[src/rtl/mem_arb_pkg.sv]
// mem_arb_pkg: widths and types shared by the unified-memory arbiter.
// Round-robin tie-breaking is built when MEM_ARB_RR_EN is defined.
package mem_arb_pkg;
  localparam int ADDR_W = 13;
  localparam int DATA_W = 8;
  typedef enum logic [1:0] {ARB_IDLE, ARB_ACCESS, ARB_DONE} arb_state_t;
  typedef enum logic {PORT_IF, PORT_D} arb_port_t;
  typedef struct packed {
    logic [ADDR_W-1:0] addr;
    logic              we;
    logic [DATA_W-1:0] wdata;
  } mem_req_t;
endpackage

[src/rtl/mem_arbiter_arb_pick.sv]
// arb_pick: combinational winner select between IF and D requests.
// MEM_ARB_RR_EN: ties go to the port not served last; otherwise D always wins ties.
module arb_pick
  import mem_arb_pkg::*;
(
  input  logic      if_req_i,
  input  logic      d_req_i,
`ifdef MEM_ARB_RR_EN
  input  arb_port_t last_i,
`endif
  output logic      valid_o,
  output arb_port_t port_o
);
  assign valid_o = if_req_i | d_req_i;
`ifdef MEM_ARB_RR_EN
  always_comb port_o = (if_req_i & d_req_i) ? (last_i == PORT_IF ? PORT_D : PORT_IF)
                                            : (d_req_i ? PORT_D : PORT_IF);
`else
  always_comb port_o = d_req_i ? PORT_D : PORT_IF;
`endif
endmodule

[src/rtl/mem_arbiter.sv]
// mem_arbiter: shares one single-port 8x8192 memory between an IF read port and a D read/write port.
// Define MEM_ARB_RR_EN for round-robin tie-breaking instead of fixed D-over-IF priority.
module mem_arbiter
  import mem_arb_pkg::*;
#(
  parameter int MEM_LAT = 1
) (
  input  logic              clk,
  input  logic              rst,
  input  logic              if_req_i,
  input  logic [ADDR_W-1:0] if_addr_i,
  output logic              if_gnt_o,
  output logic              if_done_o,
  output logic [DATA_W-1:0] if_rdata_o,
  input  logic              d_req_i,
  input  logic              d_we_i,
  input  logic [ADDR_W-1:0] d_addr_i,
  input  logic [DATA_W-1:0] d_wdata_i,
  output logic              d_gnt_o,
  output logic              d_done_o,
  output logic [DATA_W-1:0] d_rdata_o,
  output logic [ADDR_W-1:0] mem_addr_o,
  output logic [DATA_W-1:0] mem_wdata_o,
  output logic              mem_rd_o,
  output logic              mem_wr_o,
  input  logic [DATA_W-1:0] mem_rdata_i
);
  localparam int CNT_W = MEM_LAT > 1 ? $clog2(MEM_LAT) : 1;
  arb_state_t        state_q;
  arb_port_t         port_q;
  mem_req_t          req_q, req_d;
  logic [CNT_W-1:0]  cnt_q;
  logic              if_gnt_q, d_gnt_q, if_done_q, d_done_q;
  logic [DATA_W-1:0] if_rdata_q, d_rdata_q;
  logic              pick_valid, access, last_beat;
  arb_port_t         pick_port;
`ifdef MEM_ARB_RR_EN
  arb_port_t         last_q;
`endif
  arb_pick u_pick (
    .if_req_i (if_req_i),
    .d_req_i  (d_req_i),
`ifdef MEM_ARB_RR_EN
    .last_i   (last_q),
`endif
    .valid_o  (pick_valid),
    .port_o   (pick_port)
  );
  // IF is read-only, so its latched request never carries write data
  always_comb req_d = pick_port == PORT_D ? mem_req_t'{addr: d_addr_i, we: d_we_i, wdata: d_wdata_i}
                                          : mem_req_t'{addr: if_addr_i, we: 1'b0, wdata: '0};
  assign access      = state_q == ARB_ACCESS;
  assign last_beat   = cnt_q == '0;
  assign mem_addr_o  = access ? req_q.addr : '0;
  assign mem_rd_o    = access & ~req_q.we;
  assign mem_wr_o    = access & req_q.we & last_beat;
  assign mem_wdata_o = (access & req_q.we) ? req_q.wdata : '0;
  assign if_gnt_o    = if_gnt_q;
  assign d_gnt_o     = d_gnt_q;
  assign if_done_o   = if_done_q;
  assign d_done_o    = d_done_q;
  assign if_rdata_o  = if_rdata_q;
  assign d_rdata_o   = d_rdata_q;
  always_ff @(posedge clk or posedge rst) begin
    if (rst) begin
      state_q    <= ARB_IDLE;
      port_q     <= PORT_IF;
      req_q      <= '0;
      cnt_q      <= '0;
      if_gnt_q   <= 1'b0;
      d_gnt_q    <= 1'b0;
      if_done_q  <= 1'b0;
      d_done_q   <= 1'b0;
      if_rdata_q <= '0;
      d_rdata_q  <= '0;
`ifdef MEM_ARB_RR_EN
      last_q     <= PORT_IF;
`endif
    end else begin
      if_gnt_q  <= 1'b0;
      d_gnt_q   <= 1'b0;
      if_done_q <= 1'b0;
      d_done_q  <= 1'b0;
      case (state_q)
        ARB_IDLE: if (pick_valid) begin
          state_q  <= ARB_ACCESS;
          port_q   <= pick_port;
          req_q    <= req_d;
          cnt_q    <= CNT_W'(MEM_LAT - 1);
          if_gnt_q <= pick_port == PORT_IF;
          d_gnt_q  <= pick_port == PORT_D;
`ifdef MEM_ARB_RR_EN
          last_q   <= pick_port;
`endif
        end
        ARB_ACCESS: if (!last_beat) cnt_q <= cnt_q - 1'b1;
        else begin
          state_q   <= ARB_DONE;
          if_done_q <= port_q == PORT_IF;
          d_done_q  <= port_q == PORT_D;
          if (!req_q.we && port_q == PORT_IF) if_rdata_q <= mem_rdata_i;
          if (!req_q.we && port_q == PORT_D) d_rdata_q <= mem_rdata_i;
        end
        default: state_q <= ARB_IDLE;
      endcase
    end
  end
endmodule
[config.mk]
export PLATFORM = sky130hd
export DESIGN_NAME = mem_arbiter
export DESIGN_NICKNAME = d
export VERILOG_FILES = /design/src/rtl/mem_arb_pkg.sv /design/src/rtl/mem_arbiter_arb_pick.sv /design/src/rtl/mem_arbiter.sv
export SDC_FILE = /design/constraint.sdc
export NUM_CORES = 1
export LEC_CHECK = 0
export ABC_AREA = 1
export CAP_MARGIN = 15
export CORE_MARGIN = 1
export CORE_UTILIZATION = 39
export CTS_CLUSTER_SIZE = 16
export DETAILED_ROUTE_END_ITERATION = 12
export PLACE_DENSITY = 0.74
export SETUP_SLACK_MARGIN = 0.02
export SLEW_MARGIN = 20
export SYNTH_ARGS = -nofsm -noshare
export SYNTH_HDL_FRONTEND = slang
export SYNTH_HIERARCHICAL = 1
export SYNTH_SLANG_ARGS = --single-unit
[constraint.sdc]
create_clock -name clk -period 1.5 [get_ports clk]
set_clock_uncertainty 0.1 [all_clocks]
set_input_delay 0.375 -clock clk [delete_from_list [all_inputs] [get_ports clk]]
set_output_delay 0.375 -clock clk [all_outputs]
set_load 0.02 [all_outputs]
==> flow_summary.yaml <==
grt:
  grt.total_usage_pct: 19.1
  grt_max_degree: 46
  antenna_found_initial: 0
  grt_pass1_wl_mm: 8.90
  grt_pass1_vias: 1960
  grt.overflow.total: 0
timing:
  hold_viol_final: 0
  period_minus_slack_ns: 1.77
  grt_setup_unrepaired: "true"
  fin_tns_setup_ns: -5.90
  worst_pin_slew_ns: 0.380
  setup_slack_ns: -0.275
  setup_viol: 23
  max_freq_mhz: 564
  min_period_over_period_pct: 118
  slew_violations: 0
  fin_hold_ws_ns: 0.371
  relSlewSlack_pct: 74.7
drt:
  dr_wl_met2_mm: 2.59
  wire_per_inst_um: 11.4
  top_layer_used: "met4"
  met3WireLength_um: 355
  drt-initial-drc-count: 110
  ant_nets: 0
  drt-met1-wl_mm: 2.24
  drt_first_pass_iters: 7
  wirelength_mm: 5.25
  vias: 2062
  vias_per_cell: 4.47
  drc: 0
power_and_ir_drop:
  pwr_density_cell_nw_per_um2: 1820
  totalPowerFinal_uw: 6130
  p_leak_uw: 0.00179
  peakVddDrop_v: 0.000761
floorplan:
  core-area_um2: 5270
  die_h_um: 77.0
  die_x_um: 77.0
  die-area_um2: 5930
  start_util_pct: 41.6
  row_count: 26
  io_pins: 90
place:
  place_area_um2: 3270
  io_buffers: 89
  place_congestion: 0.760
  dp_hpwl_mm: 3.61
synthesis:
  ys_seq_area_share_pct: 51.3
  ys.flop_type: "dfrtp_1"
  synth_top_cell_by_area: "dfrtp_1"
  synth_nets: 329
  syn_inst: 282
  ys_warn_count: 6
  avgSynthCellArea_um2: 7.78
  synth_common_cells: "131 x nand2_1, 45 x dfrtp_1, 30 x inv_1, 25 x nand3_1, 18 x nor2_1"
  ys_seq_elements: 45
  ys_async_sr_fraction_pct: 100
  yosys.area.top_type_share_pct: 51.3
  synth_area_um2: 2190
  synth.distinct_cells: 16
  yosysMostFrequentCell: "nand2_1"
  synth_edf_count: 0
  synth_area_leaders: "dfrtp_1 51%, nand2_1 22%, nand3_1 5.7%"
final_layout:
  fillers: 487
  post-route-util_pct: 64.0
  nNetsFinal: 437
  multi_input_comb_area_um2: 930
  antenna_cells: 0
  drive_above_1_share_pct: 22.3
  fin_area_um2: 3370
  areaGrowthSynthToFinish_pct: 53.6
  area.sequential_um2: 1130
clock_tree:
  clkLatencyLatePin_ns: 0.29
  root_buffer: "clkbuf_8"
  cts_buffers: 5
  ctsHoldBuffers: 0
  cts.sinks: 45
  ctsLongestPathBuffers: 2
  htreeDepth: 2
  clk_pin_slew_ns: 0.07
  cts_tree: "yes"
run:
  max-cap-violations: 0
status:
  violations: "setup timing"
  run_status: "finished, violations left"
worst_hold_path:
  min_path_type: "in -> async"
setup_path:
  path_max_fanout: 15
  criticalPathCategory: "reg -> out"
  endpoint_kind: "primary output"
  critPathArrivalTime_ns: 1.30
  required_ns: 1.02
  cp-start-kind: "register"
==> worst max-delay path, cell delays in order, from the launching register on <==
cell and delay (ns):
dfrtp_1 0.43, nor2_4 0.11, buf_4 0.15, inv_8 0.06, nor2_1 0.10, buf_4 0.15
==> stage by stage <==
step | setup slack, ns | cells
after detailed placement | -0.511 | 446
after CTS | -0.272 | 458
after global routing | -0.358 | 461
after global placement | -0.457 | 446
after floorplan | -0.0645 | 282
final | -0.275 | 461
==> power breakdown <==
part           internal (uW)  switching (uW)
registers               1780             345
clock network            331             371
logic                   1340            1960
total                   3450            2680
==> layer usage <==
| layer | GRT usage, % | vias to the layer above |
|---|---|---|
| met3 | 5.24 | 5 |
| met5 | 0 | - |
| met4 | 6.23 | 0 |
| li1 | - | 1053 |
| met2 | 33.3 | 72 |
| met1 | 22.7 | 932 |
==> flip-flops by register name, summed over array words and instances (netlist names) <==
signal	flops
d_gnt_o	1
req_q	22
port_q	1
if_gnt_o	1
if_done_o	1
d_rdata_o	8
d_done_o	1
state_q	2
if_rdata_o	8
==> path summary, 6_finish.rpt <==
path / startpoint / end / slack (ns) / cells past startpoint
setup / recovery: state_q[1] / mem_addr_o[2] / -0.27 / 5
hold / removal: rst / req_q[18] / 0.37 / 3
setup reg to reg: req_q[8] / if_rdata_o[6] / 0.10 / 6
hold reg to reg: if_rdata_o[7] / if_rdata_o[7] / 0.37 / 2
max in group asynchronous: rst / req_q[8] / 0.70 / 3
min in group clk: if_rdata_o[7] / if_rdata_o[7] / 0.37 / 2
==> cell type report <==
type	count	share of cell area (%)
flip-flops and latches	45	33.4
repair buffers	109	29.7
multi-input cells	195	27.6
inverters	33	4.12
well taps	70	2.60
clock buffers	8	2.38
repair inverters	1	0.148
==> layout by cell type (no fill, tap or decap), drive strengths merged <==
master and instances:
buf 43, nor2 32, inv 31, dfrtp 45, clkinvlp 3, dlygate4sd2 2, clkdlybuf4s15 12, nand3 25
clkdlybuf4s50 46, nand2 138, clkbuf 14
==> repair_timing <==
action                     CTS  global route
buffers inserted             3             1
setup endpoints to repair   43            61
gates resized for setup    150            27
pin swaps                    3             3
gates cloned                 1             2
==> cells by family after synthesis <==
kind of cell | share of synthesized area, %
simple gates | 39.1
flops | 51.3
buf+inv | 9.63
Note: power is estimated with default switching activity, not from simulation.
